### src/rtl/calc_sequencer.sv
// ---------------------------------------------------------------------------
// calc_sequencer
//   Control sequencer for a two-operand add/subtract calculator. It collects
//   operand A and the operation from the key stream, then collects operand B.
//   After that it launches the ALU, waits a bounded time for completion and
//   shows the result. It also handles chained operations, errors and clear.
//
// Ports
//   clock       in   system clock, rising edge
//   reset       in   asynchronous active-high reset
//   key_trig    in   one-cycle pulse per debounced key press
//   key_value   in   [3:0] key code (0-9 digit, A add, B sub, C clear, E equals)
//   operand     in   [7:0] current entry, two's complement
//   over_range  in   entry magnitude exceeds 127
//   alu_done    in   ALU completion pulse
//   alu_result  in   [7:0] ALU result, valid with alu_done
//   alu_ovf     in   ALU overflow, valid with alu_done
//   entry_clr   out  one-cycle pulse that clears the entry module
//   op_a, op_b  out  [7:0] latched operands
//   op_sel      out  0 add, 1 subtract
//   alu_start   out  one-cycle ALU launch pulse
//   result      out  [7:0] displayed result
//   error       out  error indicator
//   state       out  [2:0] state code (A=0 B=1 EXEC=2 WAIT=3 SHOW=4 ERR=5)
//
// ALU handshake: alu_start is a single-cycle request. It is high exactly
// while state reads S_EXEC. The ALU answers with a single-cycle alu_done,
// and alu_result/alu_ovf are valid in that cycle. The sequencer samples
// alu_done only in S_WAIT. A response that arrives in any other state
// (for example after clear or reset) is dropped.
// ---------------------------------------------------------------------------
module calc_sequencer #(
    parameter logic [7:0] TIMEOUT = 8'd200
) (
    input  logic       clock,
    input  logic       reset,
    input  logic       key_trig,
    input  logic [3:0] key_value,
    input  logic [7:0] operand,
    input  logic       over_range,
    input  logic       alu_done,
    input  logic [7:0] alu_result,
    input  logic       alu_ovf,
    output logic       entry_clr,
    output logic [7:0] op_a,
    output logic [7:0] op_b,
    output logic       op_sel,
    output logic       alu_start,
    output logic [7:0] result,
    output logic       error,
    output logic [2:0] state
);

    typedef enum logic [2:0] {
        S_A    = 3'd0,
        S_B    = 3'd1,
        S_EXEC = 3'd2,
        S_WAIT = 3'd3,
        S_SHOW = 3'd4,
        S_ERR  = 3'd5
    } state_t;

    state_t     state_q, state_d;
    logic [7:0] op_a_q, op_a_d;
    logic [7:0] op_b_q, op_b_d;
    logic       op_sel_q, op_sel_d;
    logic [7:0] result_q, result_d;
    logic       error_q, error_d;
    logic       entry_clr_q, entry_clr_d;
    logic       alu_start_q, alu_start_d;
    logic [7:0] wait_cnt_q, wait_cnt_d;

    // Key decode; every class is qualified by key_trig.
    logic key_op, key_sub, key_clr, key_eq, key_digit;

    always_comb begin
        key_op    = key_trig && ((key_value == 4'hA) || (key_value == 4'hB));
        key_sub   = (key_value == 4'hB);
        key_clr   = key_trig && (key_value == 4'hC);
        key_eq    = key_trig && (key_value == 4'hE);
        key_digit = key_trig && (key_value <= 4'd9);
    end

    always_comb begin
        state_d     = state_q;
        op_a_d      = op_a_q;
        op_b_d      = op_b_q;
        op_sel_d    = op_sel_q;
        result_d    = result_q;
        error_d     = error_q;
        entry_clr_d = 1'b0;
        alu_start_d = 1'b0;
        wait_cnt_d  = wait_cnt_q;

        if (key_clr) begin
            // Clear wins over everything, including a completing ALU.
            state_d     = S_A;
            op_a_d      = 8'd0;
            op_b_d      = 8'd0;
            op_sel_d    = 1'b0;
            result_d    = 8'd0;
            error_d     = 1'b0;
            entry_clr_d = 1'b1;
            wait_cnt_d  = 8'd0;
        end else begin
            case (state_q)
                S_A: begin
                    if (key_op) begin
                        if (over_range) begin
                            state_d  = S_ERR;
                            error_d  = 1'b1;
                            result_d = 8'd0;
                        end else begin
                            op_a_d      = operand;
                            op_sel_d    = key_sub;
                            entry_clr_d = 1'b1;
                            state_d     = S_B;
                        end
                    end
                end
                S_B: begin
                    if (key_op) begin
                        op_sel_d = key_sub;
                    end else if (key_eq) begin
                        if (over_range) begin
                            state_d  = S_ERR;
                            error_d  = 1'b1;
                            result_d = 8'd0;
                        end else begin
                            op_b_d      = operand;
                            state_d     = S_EXEC;
                            // Registered, so the pulse lines up with S_EXEC.
                            alu_start_d = 1'b1;
                        end
                    end
                end
                S_EXEC: begin
                    wait_cnt_d = 8'd0;
                    state_d    = S_WAIT;
                end
                S_WAIT: begin
                    wait_cnt_d = wait_cnt_q + 8'd1;
                    if (alu_done) begin
                        // Completion is checked before the timeout, so
                        // alu_done in the final wait cycle counts as a
                        // completion.
                        if (alu_ovf) begin
                            state_d  = S_ERR;
                            error_d  = 1'b1;
                            result_d = 8'd0;
                        end else begin
                            result_d    = alu_result;
                            entry_clr_d = 1'b1;
                            state_d     = S_SHOW;
                        end
                    end else if (wait_cnt_q == (TIMEOUT - 8'd1)) begin
                        // The counter reaches TIMEOUT on this edge.
                        state_d  = S_ERR;
                        error_d  = 1'b1;
                        result_d = 8'd0;
                    end
                end
                S_SHOW: begin
                    if (key_op) begin
                        op_a_d      = result_q;
                        op_sel_d    = key_sub;
                        entry_clr_d = 1'b1;
                        state_d     = S_B;
                    end else if (key_digit) begin
                        // The entry module keeps this digit as the start of
                        // a new operand, so no clear is sent.
                        state_d = S_A;
                    end
                end
                S_ERR: begin
                    error_d  = 1'b1;
                    result_d = 8'd0;
                end
                default: begin
                    state_d = S_A;
                end
            endcase
        end
    end

    always_ff @(posedge clock or posedge reset) begin
        if (reset) begin
            state_q     <= S_A;
            op_a_q      <= 8'd0;
            op_b_q      <= 8'd0;
            op_sel_q    <= 1'b0;
            result_q    <= 8'd0;
            error_q     <= 1'b0;
            entry_clr_q <= 1'b0;
            alu_start_q <= 1'b0;
            wait_cnt_q  <= 8'd0;
        end else begin
            state_q     <= state_d;
            op_a_q      <= op_a_d;
            op_b_q      <= op_b_d;
            op_sel_q    <= op_sel_d;
            result_q    <= result_d;
            error_q     <= error_d;
            entry_clr_q <= entry_clr_d;
            alu_start_q <= alu_start_d;
            wait_cnt_q  <= wait_cnt_d;
        end
    end

    assign entry_clr = entry_clr_q;
    assign op_a      = op_a_q;
    assign op_b      = op_b_q;
    assign op_sel    = op_sel_q;
    assign alu_start = alu_start_q;
    assign result    = result_q;
    assign error     = error_q;
    assign state     = state_q;

endmodule

### config.mk
export PLATFORM = sky130hd
export DESIGN_NAME = calc_sequencer
export DESIGN_NICKNAME = d
export VERILOG_FILES = /design/src/rtl/calc_sequencer.sv
export SDC_FILE = /design/constraint.sdc
export NUM_CORES = 1
export LEC_CHECK = 0
export CAP_MARGIN = 25
export CORE_MARGIN = 3
export CORE_UTILIZATION = 50
export CTS_BUF_LIST = sky130_fd_sc_hd__clkbuf_2 sky130_fd_sc_hd__clkbuf_4 sky130_fd_sc_hd__clkbuf_8
export CTS_CLUSTER_DIAMETER = 200
export CTS_CLUSTER_SIZE = 20
export DETAILED_ROUTE_END_ITERATION = 7
export PLACE_DENSITY = 0.81
export SLEW_MARGIN = 20
export SYNTH_ARGS = -nofsm -noshare
export SYNTH_HDL_FRONTEND = slang
export SYNTH_SLANG_ARGS = --single-unit
### constraint.sdc
create_clock -name clock -period 2.2 [get_ports clock]
set_clock_uncertainty 0.05 [all_clocks]
set_input_delay 0.22 -clock clock [delete_from_list [all_inputs] [get_ports clock]]
set_output_delay 0.22 -clock clock [all_outputs]
set_load 0.02 [all_outputs]
======== Word-level counts from Yosys, hierarchy flattened ========
Cells that the tools add are included.
storage, ports and cells
  bits in registers ....................... 39
cells by class
  equality and inequality tests ........... 22
  multiplexer cells ....................... 57
  add/sub/neg operators ................... 1
  magnitude comparators ................... 1
  reduce and logical (&&, ||, !) cells .... 19
operators by type and width
  operator             count
  $mux 8               17
  $pmux 8 s2           2
  $pmux 8 s4           1
  $mux 3               10
  $mux 1               23
  $pmux 3 s6           1
  $eq 4x4->1 const B   4
  $ne 3x3->1 const B   5
  $ne 4x4->1 const B   3
  $reduce_and 4->1     3
  $reduce_and 6->1     2
  $reduce_bool 3->1    3
  $add 8x1->8 const B  1
  $eq 8x8->1 const B   1
  $eq 3x2->1 const B   2
  $eq 3x3->1 const B   2
  $reduce_and 5->1     1
  $reduce_bool 5->1    1
  $le 4x4->1 const B   1
  $logic_and 1x1->1    4
  $ne 2x1->1 const B   2
  $pmux 1 s4           1
  $reduce_bool 2->1    2
  $eq 3x1->1 const B   1
  7 further kinds      7

======== Depth between registers and ports, before layout ========
  depth in word-level cells ............... 6
  depth in mapped cells ................... 7
  mapped depth without buffers ............ 5

======== Least setup slack after synthesis ========
No wires, ideal clock.
  kind .................................... register to register
  from .................................... reg wait_cnt_q[0]
  to ...................................... reg error_q (netlist: error)
  period minus slack after synthesis ...... 1.723 ns
  slack ................................... 0.477 ns
  arrival time ............................ 1.551 ns
  buffers on the path ..................... 0
  stages on the path, launching flop included .. 6
  setup time .............................. 0.122 ns
  cells stage by stage .................... dfrtp_1 ha_1 and4_1 a211oi_4 nand2_1 a32o_1
between the ends
  cells in the longest elaborated chain, start to end .. 3
RTL lines
  element                            RTL line  text
  start: declaration                 71        logic [7:0] wait_cnt_q, wait_cnt_d;
  start signal: assignment           206       wait_cnt_q <= wait_cnt_d;
  $eq 8x8->1                         156       end else if (wait_cnt_q == (TIMEOUT - 8'd1)) begin
  $ne 4x4->1 (no source line)        -
  $reduce_and 6->1 (no source line)  -
  end signal: assignment             203       error_q <= error_d;
  end: declaration                   68        logic error_q, error_d;
Every way passes these cells.
A chain may end at the register's enable or synchronous reset.

======== Final worst setup path ========
  from .................................... reg state_q[0] (netlist: state[0])
  to ...................................... out state[0]
RTL lines
  element                   RTL line  text
  start: declaration        63        state_t state_q, state_d;
  start signal: assignment  198       state_q <= state_d;
  end: declaration          51        output logic [2:0] state
No word-level cell between the ends.

==> flow_summary_export.csv <==
group,metric,value,unit
setup_path,critPathKind,"reg -> out",
cells_and_area,final_nets,308,
routing,drc,0,
setup_path,r2r_end,"state[0]",
synth,ys_types,47,
synth,synth_cells,218,
clocking,ctsRootBufferMaster,"clkbuf_8",
clocking,htreeDepth,2,
setup_path,worstPathArrival,1700,ps
synth,yosysSeqAreaShare,44.6,%
grt,grt_start_max_net_pins,40,
clocking,cts_setup_buffers,0,
floorplanning,die-area,5200,µm²
timing,setup_tns,0,ps
setup_path,worst-path-buf-inv,2,
cells_and_area,final_cell_mix,"clkdlybuf4s50_1 (56), dfrtp_1 (39), nand2_1 (24), o211ai_1 (17), mux2i_1 (17)",
timing,slew_violations,0,
place,numPlacedInstances,324,
place,post-dp-hpwl,4.05,mm
cells_and_area,final_core_util,71.4,%
setup_path,crit_slowest_cell,"clkdlybuf4s50_1",
synth,synth_flop_cell,"dfrtp_1",
floorplanning,initial_utilization,53.1,%
place,place_ws,106,ps
synth,synth_area_leader_cell,"dfrtp_1",
clocking,holdBufCountCts,0,
power,max-vdd-ir-drop,0.723,mV
clocking,postCtsResizedCells,0,
synth,synth.area.top_cells,"dfrtp_1 (45%), mux2i_1 (7.8%), o211ai_1 (5.8%)",
setup_path,worst_path_largest_cell_delay,610,ps
floorplanning,die_h,72.1,µm
synth,yosys_warnings,0,
clocking,clkTransAtPathRegs,80,ps
power,intPower,0.00204,W
timing,fin_ws,233,ps
routing,first_pass_iters,4,
grt,first_global_vias,1824,
synth,synth_edf_count,0,
cells_and_area,layout.cells.non_filler,332,
routing,wl,5.64,mm
cells_and_area,final_common_cell,"clkdlybuf4s50_1",
setup_path,path_delay_family,"buffers and inverters",
place,gp_congestion,0.887,
clocking,cts_inserted_buffers,5,
setup_path,path_cells,"buf_4 -> clkdlybuf4s50_1",
setup_path,cp_data_required_time,1930,ps
floorplanning,io_pins,57,
grt,grt-ovfl-total,0,
timing,fmaxAchievable,0.509,GHz
floorplanning,chipWidth,72.1,µm
timing,timing.slew.headroom,58.1,%
setup_path,crit_fanout,9,
grt,grt_pass1_wl,9.38,mm
routing,vias_per_cell,5.78,
cells_and_area,post_route_cells_drive_above_1_share,11.7,%
setup_path,r2r_start,"wait_cnt_q[0]",
power,power_frac_comb,43.8,%
synth,netlist_area,2190,µm²
timing,hold_viol,0,
status,status,"finished clean",
cells_and_area,antenna_cells,0,
timing,rsz0062_at_grt,"false",
setup_path,end_kind,"output port",
clocking,clock_sinks,39,
clocking,cts.path.max_buffers,2,
power,total_power,0.00329,W
place,io_buffers,56,
routing,wl_per_cell,17.0,µm
power,switchingPower,0.00125,W
clocking,cts_tree,"yes",
setup_path,r2r_slack,330,ps
timing,fin_crit_sh,89.4,%
synth,postSynth.asyncResetShare,100,%
power,clockPowerShare,19.3,%
timing,setup_viol,0,
cells_and_area,n_fill_cell,321,
grt,grt_util_all_layers,23.2,%
routing,postRouteAntennaNets,0,
synth,yosys.area.top_type_share,44.6,%
timing,period_minus_slack,1970,ps
power,leakage,1.32,nW
setup_path,r2r_cells,6,
setup_path,critPathLaunch,"state[0]",
power,seqPwrFrac,37.0,%
timing,tightestPinTransition,627,ps
power,swShare,38.0,%
clocking,clock_latency,300,ps
setup_path,cp-start-kind,"flip-flop",
synth,syn_nets,245,
synth,synth-seq-cells,39,
hold_path,holdCritPathClass,"in -> async",
synth,postSynthAreaPerCell,10.0,µm²
routing,drtIter0Drc,194,
grt,antenna_found_initial,0,
floorplanning,num_rows,23,
run,drv_cap,0,
power,power.density,1120,nW/µm²
cells_and_area,area_growth,34.4,%
floorplanning,core,4120,µm²
routing,vias,1918,
==> power groups by stage <==
stage                     Combinational [W]  Sequential [W]  Clock (W)
final                               0.00144         0.00122   0.000634
after global routing                0.00155         0.00126   0.000664
after CTS                           0.00145         0.00121   0.000637
after detailed placement            0.00144         0.00122          0
after global placement              0.00141         0.00120          0
after floorplan                    0.000624         0.00140          0
==> cell families after synthesis <==
| logic type | share of synthesized area, % |
|---|---|
| AND/OR/NAND/NOR | 16.1 |
| AO/OA/AOI/OAI | 23.8 |
| flip-flops | 44.6 |
| buffers and inverters | 5.32 |
| multiplexers | 8.81 |
| XOR/XNOR | 0.801 |
| adder cells (fa/ha/maj) | 0.572 |
==> how the worst max path moves through the flow <==
stage,end,slack [ps],depth (start not counted)
detailed placement,result[2],110,5
global route,state[0],150,2
CTS,state[0],230,2
floorplan,error,480,5
finish,state[0],230,2
global placement,wait_cnt_q[4],140,5
==> worst register-to-register path: stages, from the launching register on <==
cell and delay (ps):
dfrtp_1 420, ha_1 250, and4_1 230, a211oi_4 370
buf_4 200, and2_1 170, a311o_1 120
==> per-stage QoR <==
stage,hold slack [ps],cell area [µm²]
after global routing,342,2940
final,289,2940
after CTS,302,2940
after floorplan,303,2190
after global placement,408,2820
after detailed placement,415,2820
==> synthesized netlist by cell type (2+ instances only) <==
master / n
nand2b_1: 4
nor2b_1: 3
nand2_1: 24
buf_2: 6
a21oi_1: 6
o211ai_1: 17
nand3_1: 5
a21oi_2: 2
mux2i_1: 17
a32o_1: 2
nor3_1: 4
buf_4: 3
o21ai_1: 2
o31ai_1: 7
and2_1: 2
o21ai_0: 9
and4b_1: 2
dfrtp_1: 39
nor2_1: 16
inv_1: 14
a21o_1: 3
a22o_1: 4
a211oi_2: 2
mux2_2: 2
==> registers in the layout, summed over array words and instances, names as in the netlist <==
signal      cells
error           1
wait_cnt_q      8
alu_start       1
state           3
op_a            8
op_b            8
op_sel          1
result          8
entry_clr       1
==> cell type report <==
class | count | area [µm²] | area share [%]
timing repair buffer | 66 | 636 | 21.6
inverter | 14 | 52.6 | 1.79
clock buffer | 6 | 82.6 | 2.81
clock inverter | 2 | 35.0 | 1.19
tap | 50 | 62.6 | 2.13
multi-input combinational | 155 | 1090 | 37.2
sequential | 39 | 976 | 33.2
==> routing by layer <==
metal	GRT usage, %	share of wire, %	vias to the layer above
met3	5.40	5.4	9
met2	37.3	48	61
met5	0	0	-
li1	-	-	922
met1	30.8	45	926
met4	7.93	1.5	0
Note: power is estimated with default switching activity, not from simulation.
